==> config.mk <==
export PLATFORM = sky130hd
export DESIGN_NAME = subterranean_hash_axi4_lite_master
export DESIGN_NICKNAME = d
export VERILOG_FILES = /design/src/rtl/subterranean_hash_axi4_lite_master.sv
export SDC_FILE = /design/constraint.sdc
export NUM_CORES = 1
export LEC_CHECK = 0
export CAP_MARGIN = 20
export CORE_MARGIN = 3
export CORE_UTILIZATION = 48
export CTS_CLUSTER_DIAMETER = 60
export CTS_CLUSTER_SIZE = 8
export DETAILED_ROUTE_END_ITERATION = 10
export GPL_TIMING_DRIVEN = 1
export PLACE_DENSITY = 0.91
export SLEW_MARGIN = 20
export SYNTH_ARGS = -nofsm -noshare
export SYNTH_HDL_FRONTEND = slang
export SYNTH_SLANG_ARGS = --single-unit
==> constraint.sdc <==
create_clock -name aclk -period 4 [get_ports aclk]
set_input_delay 0.4 -clock aclk [delete_from_list [all_inputs] [get_ports aclk]]
set_output_delay 0.4 -clock aclk [all_outputs]
set_load 0.01 [all_outputs]
==> src/rtl/subterranean_hash_axi4_lite_master.sv <==
// Subterranean hash sequencer driving the core's AXI4-Lite slave port.
// Optional: SUBTERRANEAN_HASH_RESP_CHECK_EN aborts on bad bresp/rresp.
module subterranean_hash_axi4_lite_master #(
    parameter int ADDR_WIDTH   = 8,
    parameter int DIGEST_BYTES = 32,
    parameter int BLANK_ROUNDS = 8
) (
    input  logic                  aclk,
    input  logic                  aresetn,
    input  logic                  start,
    input  logic                  empty_msg,
    input  logic [7:0]            msg_tdata,
    input  logic                  msg_tvalid,
    output logic                  msg_tready,
    input  logic                  msg_tlast,
    output logic                  busy,
    output logic                  done,
    output logic                  error,
    output logic [255:0]          digest,
    output logic [ADDR_WIDTH-1:0] m_axi_awaddr,
    output logic [2:0]            m_axi_awprot,
    output logic                  m_axi_awvalid,
    input  logic                  m_axi_awready,
    output logic [31:0]           m_axi_wdata,
    output logic [3:0]            m_axi_wstrb,
    output logic                  m_axi_wvalid,
    input  logic                  m_axi_wready,
    input  logic [1:0]            m_axi_bresp,
    input  logic                  m_axi_bvalid,
    output logic                  m_axi_bready,
    output logic [ADDR_WIDTH-1:0] m_axi_araddr,
    output logic [2:0]            m_axi_arprot,
    output logic                  m_axi_arvalid,
    input  logic                  m_axi_arready,
    input  logic [31:0]           m_axi_rdata,
    input  logic [1:0]            m_axi_rresp,
    input  logic                  m_axi_rvalid,
    output logic                  m_axi_rready
);
    localparam int NWORDS = DIGEST_BYTES / 4;
    localparam logic [3:0] LAST_K = 4'(NWORDS - 1);
    localparam logic [15:0] LAST_BLANK = 16'(BLANK_ROUNDS - 1);
    localparam logic [ADDR_WIDTH-1:0] A_INIT = '0;
    localparam logic [ADDR_WIDTH-1:0] A_DUP1 = ADDR_WIDTH'(8'h24);
    localparam logic [ADDR_WIDTH-1:0] A_DUP = ADDR_WIDTH'(8'h20);
    localparam logic [ADDR_WIDTH-1:0] A_SQZ = ADDR_WIDTH'(8'h70);
    localparam logic [ADDR_WIDTH-1:0] A_READ = ADDR_WIDTH'(8'h80);

    typedef enum logic [3:0] {
        S_IDLE, S_INIT, S_WAIT_BYTE, S_ABS, S_EMPTY1,
        S_PAD, S_BLANK, S_SQZ_W, S_SQZ_R, S_DONE
    } state_t;

    typedef enum logic [1:0] {P_START, P_ADDR, P_RESP} phase_t;

    state_t state;
    state_t wr_next;
    phase_t phase;
    logic empty_q;
    logic last_q;
    logic [7:0] byte_q;
    logic [15:0] cnt;
    logic [15:0] cnt_nxt;
    logic [3:0] k;
    logic [ADDR_WIDTH-1:0] wr_addr;
    logic [31:0] wr_data;
    logic b_bad;
    logic r_bad;

`ifdef SUBTERRANEAN_HASH_RESP_CHECK_EN
    assign b_bad = (m_axi_bresp != 2'b00);
    assign r_bad = (m_axi_rresp != 2'b00);
`else
    logic unused_resp;
    assign unused_resp = ^{m_axi_bresp, m_axi_rresp};
    assign b_bad = 1'b0;
    assign r_bad = 1'b0;
`endif

    assign m_axi_awprot = 3'b000;
    assign m_axi_arprot = 3'b000;

    // Address, data and successor state of the write owned by the current state
    always_comb begin
        wr_addr = A_INIT;
        wr_data = 32'h1;
        wr_next = state;
        cnt_nxt = '0;
        unique case (state)
            S_INIT: begin
                wr_data = '0;
                wr_next = empty_q ? S_PAD : S_WAIT_BYTE;
            end
            S_ABS: begin
                wr_addr = A_DUP1;
                wr_data = {23'b0, 1'b1, byte_q};
                wr_next = S_EMPTY1;
            end
            S_EMPTY1: begin
                wr_addr = A_DUP;
                wr_next = last_q ? S_PAD : S_WAIT_BYTE;
            end
            S_PAD: begin
                wr_addr = A_DUP;
                if (cnt == 16'd1) begin
                    wr_next = (BLANK_ROUNDS == 0) ? S_SQZ_W : S_BLANK;
                end else begin
                    cnt_nxt = cnt + 16'd1;
                end
            end
            S_BLANK: begin
                wr_addr = A_DUP;
                if (cnt == LAST_BLANK) begin
                    wr_next = S_SQZ_W;
                end else begin
                    cnt_nxt = cnt + 16'd1;
                end
            end
            S_SQZ_W: begin
                wr_addr = A_SQZ;
                wr_next = S_SQZ_R;
            end
            default: ;
        endcase
    end

    // Sequencer with embedded write and read bus engines
    always_ff @(posedge aclk or negedge aresetn) begin
        if (!aresetn) begin
            state <= S_IDLE;
            phase <= P_START;
            empty_q <= 1'b0;
            last_q <= 1'b0;
            byte_q <= '0;
            cnt <= '0;
            k <= '0;
            msg_tready <= 1'b0;
            busy <= 1'b0;
            done <= 1'b0;
            error <= 1'b0;
            digest <= '0;
            m_axi_awaddr <= '0;
            m_axi_awvalid <= 1'b0;
            m_axi_wdata <= '0;
            m_axi_wstrb <= '0;
            m_axi_wvalid <= 1'b0;
            m_axi_bready <= 1'b0;
            m_axi_araddr <= '0;
            m_axi_arvalid <= 1'b0;
            m_axi_rready <= 1'b0;
        end else begin
            done <= 1'b0;
            unique case (state)
                S_IDLE: begin
                    if (start) begin
                        busy <= 1'b1;
                        error <= 1'b0;
                        digest <= '0;
                        k <= '0;
                        cnt <= '0;
                        empty_q <= empty_msg;
                        phase <= P_START;
                        state <= S_INIT;
                    end
                end
                S_WAIT_BYTE: begin
                    if (msg_tvalid && msg_tready) begin
                        msg_tready <= 1'b0;
                        byte_q <= msg_tdata;
                        last_q <= msg_tlast;
                        phase <= P_START;
                        state <= S_ABS;
                    end
                end
                S_DONE: begin
                    done <= 1'b1;
                    busy <= 1'b0;
                    state <= S_IDLE;
                end
                S_SQZ_R: begin
                    unique case (phase)
                        P_START: begin
                            m_axi_araddr <= A_READ;
                            m_axi_arvalid <= 1'b1;
                            phase <= P_ADDR;
                        end
                        P_ADDR: begin
                            if (m_axi_arready) begin
                                m_axi_arvalid <= 1'b0;
                                m_axi_rready <= 1'b1;
                                phase <= P_RESP;
                            end
                        end
                        P_RESP: begin
                            if (m_axi_rvalid) begin
                                m_axi_rready <= 1'b0;
                                digest[{k[2:0], 5'b00000} +: 32] <= m_axi_rdata;
                                k <= k + 4'd1;
                                phase <= P_START;
                                if (r_bad) begin
                                    error <= 1'b1;
                                    state <= S_DONE;
                                end else if (k == LAST_K) begin
                                    state <= S_DONE;
                                end else begin
                                    state <= S_SQZ_W;
                                end
                            end
                        end
                        default: phase <= P_START;
                    endcase
                end
                default: begin
                    unique case (phase)
                        P_START: begin
                            m_axi_awaddr <= wr_addr;
                            m_axi_wdata <= wr_data;
                            m_axi_wstrb <= 4'hF;
                            m_axi_awvalid <= 1'b1;
                            m_axi_wvalid <= 1'b1;
                            phase <= P_ADDR;
                        end
                        P_ADDR: begin
                            if (m_axi_awready) m_axi_awvalid <= 1'b0;
                            if (m_axi_wready) m_axi_wvalid <= 1'b0;
                            if ((!m_axi_awvalid || m_axi_awready) &&
                                (!m_axi_wvalid || m_axi_wready)) begin
                                m_axi_bready <= 1'b1;
                                phase <= P_RESP;
                            end
                        end
                        P_RESP: begin
                            if (m_axi_bvalid) begin
                                m_axi_bready <= 1'b0;
                                phase <= P_START;
                                if (b_bad) begin
                                    error <= 1'b1;
                                    state <= S_DONE;
                                end else begin
                                    cnt <= cnt_nxt;
                                    msg_tready <= (wr_next == S_WAIT_BYTE);
                                    state <= wr_next;
                                end
                            end
                        end
                        default: phase <= P_START;
                    endcase
                end
            endcase
        end
    end
endmodule

==> run_results.csv <==
group,metric,value,unit
run_status,status,"finished, final reports clean",
global_routing,grtUsageTotal,27.4,%
global_routing,grt_pass1_vias,11300,
timing,slew-limit-headroom,31.6,%
setup_path,slowest_stage,"dfrtp_1",
global_routing,met2_usage,44.5,%
timing,finalMaxSlewViolations,0,
floorplan,die_area,0.0297,mm²
floorplan,die_w,172,µm
detailed_routing,vias,11300,
clocking,cts_made_buffers,46,
yosys,yosysSeqAreaShare,59.2,%
yosys,synth_top_flop_cell,"dfrtp_1",
detailed_routing,wire_per_inst,21.5,µm
clocking,root_buffer,"clkbuf_16",
global_routing,grt_pass1_wl,63.7,mm
detailed_routing,drt_pass1_iterations,6,
timing,min_period,3.55,ns
global_routing,antenna_found_initial,0,
timing,fmax,282,MHz
yosys,ys_types,57,
setup_path,cp_max_fo,44,
clocking,numClockSinks,314,
setup_path,crit_path_start,"k[0]",
detailed_routing,drc,0,
setup_path,crit_path_cell_trace,"inv_1 > ha_1 > ha_1 > inv_1 > a311oi_4 > a21oi_4 > buf_4 > nand2_1 > o21ai_0",
setup_path,startpoint_type,"flip-flop",
pwr,peakVddDrop,410,µV
yosys,syn-cell-area,0.0133,mm²
clocking,clk_latency,0.52,ns
timing,fin_hold_ws,0.415,ns
placed_design,io_buffers,332,
setup_path,path_class,"reg2reg",
timing,fin_crit_sh,88.7,%
setup_path,critPathRequiredTime,4.37,ns
timing,skew,0.0125,ns
detailed_routing,routed_wl,42.1,mm
layout,area.sequential,0.00786,mm²
clocking,tritoncts,"done",
global_routing,grt_overflow,0,
layout,antenna-diode-count,0,
floorplan,core_area,0.0271,mm²
setup_path,reg2reg_to,"digest[146]",
setup_path,reg2reg_slack,0.45,ns
pwr,p_leak,7.84,nW
detailed_routing,drt_iter0_drc,1020,
yosys,ys_async_sr_fraction,100,%
setup_path,end_kind,"flip-flop",
pwr,p_total,8.79,mW
setup_path,ff2ff_path_depth,9,
setup_path,crit_end,"digest[146]",
placed_design,routabilityCongestion,0.889,
yosys,ys_warn_count,0,
setup_path,cp.arrival,3.91,ns
timing,setup_slack,0.453,ns
detailed_routing,vias_per_cell,5.76,
hold_path,hold_class,"in2reg",
setup_path,cpPeakStageDelay,0.61,ns
clocking,ctsHtreeMaxLevel,2,
layout,fill_cells,1889,
detailed_routing,antenna_left,0,
layout,final_cell_mix,"331 x clkdlybuf4s50_1, 316 x nand2_1, 314 x dfrtp_1",
layout,drive_gt1_share,7.20,%
job,drv_cap,0,
clocking,clockBufferDepth,3,
layout,final_common_cell,"clkdlybuf4s50_1",
yosys,ys_ff_latch,314,
yosys,syn_inst,1284,
setup_path,reg2reg_from,"k[0]",
timing,finalSetupViolCount,0,
layout,syn_to_final_growth,35.9,%
layout,nets,1646,
floorplan,ios,378,
layout,multi_input_area,0.00480,mm²
layout,fin_util,66.5,%
timing,fin_setup_tns,0,ns
timing,worst_pin_slew,1.02,ns
global_routing,use_met1,35.4,%
global_routing,use_met3,5.76,%
timing,hold_viol_final,0,
floorplan,die_h,172,µm
clocking,path_clk_slew,0.05,ns
timing,rsz0062_at_grt,"false",
yosys,synth_edf_count,0,
floorplan,row_count,60,
floorplan,start_util,49.0,%
placed_design,dpl.hpwl,27.5,mm
global_routing,grt_max_degree,97,
placed_design,dp_worst_setup_slack,0.545,ns
pwr,powerDensity,487,mW/mm²
global_routing,top_usage_layer,"met2",
yosys,avgSynthCellArea,10.3,µm²
-- cells in the mapped netlist, types with 3 or more instances --
library cell	instances	area (µm²)
and2_1	3	18.8
and3_1	3	18.8
inv_1	17	63.8
ha_1	12	150
a21oi_2	3	26.3
nand2_1	316	1190
mux2_2	11	124
o21ai_0	158	791
a31oi_1	4	25.0
nor2_1	26	97.6
buf_1	3	11.3
o31ai_1	4	30.0
buf_2	20	100
a21oi_1	17	85.1
nor3_1	11	55.1
o211ai_1	3	22.5
clkbuf_2	32	160
o21ai_1	8	40.0
nor4_1	5	31.3
nand4_1	3	18.8
buf_4	45	338
nand2b_1	5	31.3
nand3_1	19	95.1
clkbuf_1	52	195
a22o_1	140	1230
a21o_1	9	67.6
dfrtp_1	314	7860
o22ai_1	3	18.8
nor2b_1	4	25.0
-- kinds of logic after synthesis --
group / after synthesis / synth area share (%)
flops: 314 / 59.2
xor+xnor: 2 / 0.132
buf+inv: 169 / 6.54
mux: 13 / 1.08
simple gates: 414 / 13.5
compound gates: 359 / 18.4
other cells: 1 / 0.0283
fa+ha+maj: 12 / 1.13
-- cell type report --
class	count	area share, %
inverter	17	0.354
clock buffer	48	6.60
sequential	314	43.6
multi-input combinational	841	26.6
timing repair buffer	359	20.0
tap	372	2.58
clock inverter	4	0.284
-- per-layer routing --
layer / wire length [µm] / vias up
met5: 0 / -
met4: 2020 / 0
met3: 3590 / 144
met2: 20100 / 670
met1: 16400 / 5537
li1: - / 4915
-- critical path, delay by kind of cell (launching register included) --
| kind | cells | cell delay, ns |
|---|---|---|
| and+or+nand+nor | 1 | 0.15 |
| buffers and inverters | 3 | 0.83 |
| DFF | 1 | 0.61 |
| adders and majority gates | 2 | 0.84 |
| AOI/OAI and AO/OA | 3 | 0.93 |
-- through the flow --
stage | instances | area (µm²)
after floorplan | 1324 | 13400
after global placement | 1899 | 16700
after detailed placement | 1901 | 16800
after CTS | 1954 | 18000
after global routing | 1955 | 18000
final | 1955 | 18000
-- timing repair --
action	CTS	global route
hold buffers	1	0
buffers inserted	0	0
gates resized for setup	0	0
hold endpoints to repair	86	0
-- state kept, by name, indices dropped and copies added, names as in the netlist, 2 cells and up --
register and flops:
digest 256, cnt 16, m_axi_wdata 9, byte_q 8, k 4, state 4
m_axi_awaddr 3, phase 2
-- how the worst min path moves through the flow --
stage | start | to | slack (ns) | cells past startpoint
finish | empty_msg | empty_q | 0.42 | 3
global route | empty_msg | empty_q | 0.46 | 3
CTS | empty_msg | empty_q | 0.40 | 3
detailed placement | m_axi_araddr[7] | m_axi_araddr[7] | 0.45 | 1
global placement | m_axi_araddr[7] | m_axi_araddr[7] | 0.44 | 1
floorplan | aresetn | busy | 0.10 | 0
-- where the power goes --
part / total [mW] / internal, mW / switching (mW)
combinational: 1.65 / 0.710 / 0.944
sequential: 3.70 / 3.43 / 0.272
clock: 3.43 / 2.14 / 1.29
total: 8.79 / 6.28 / 2.51
(Power assumes the default switching activity.)
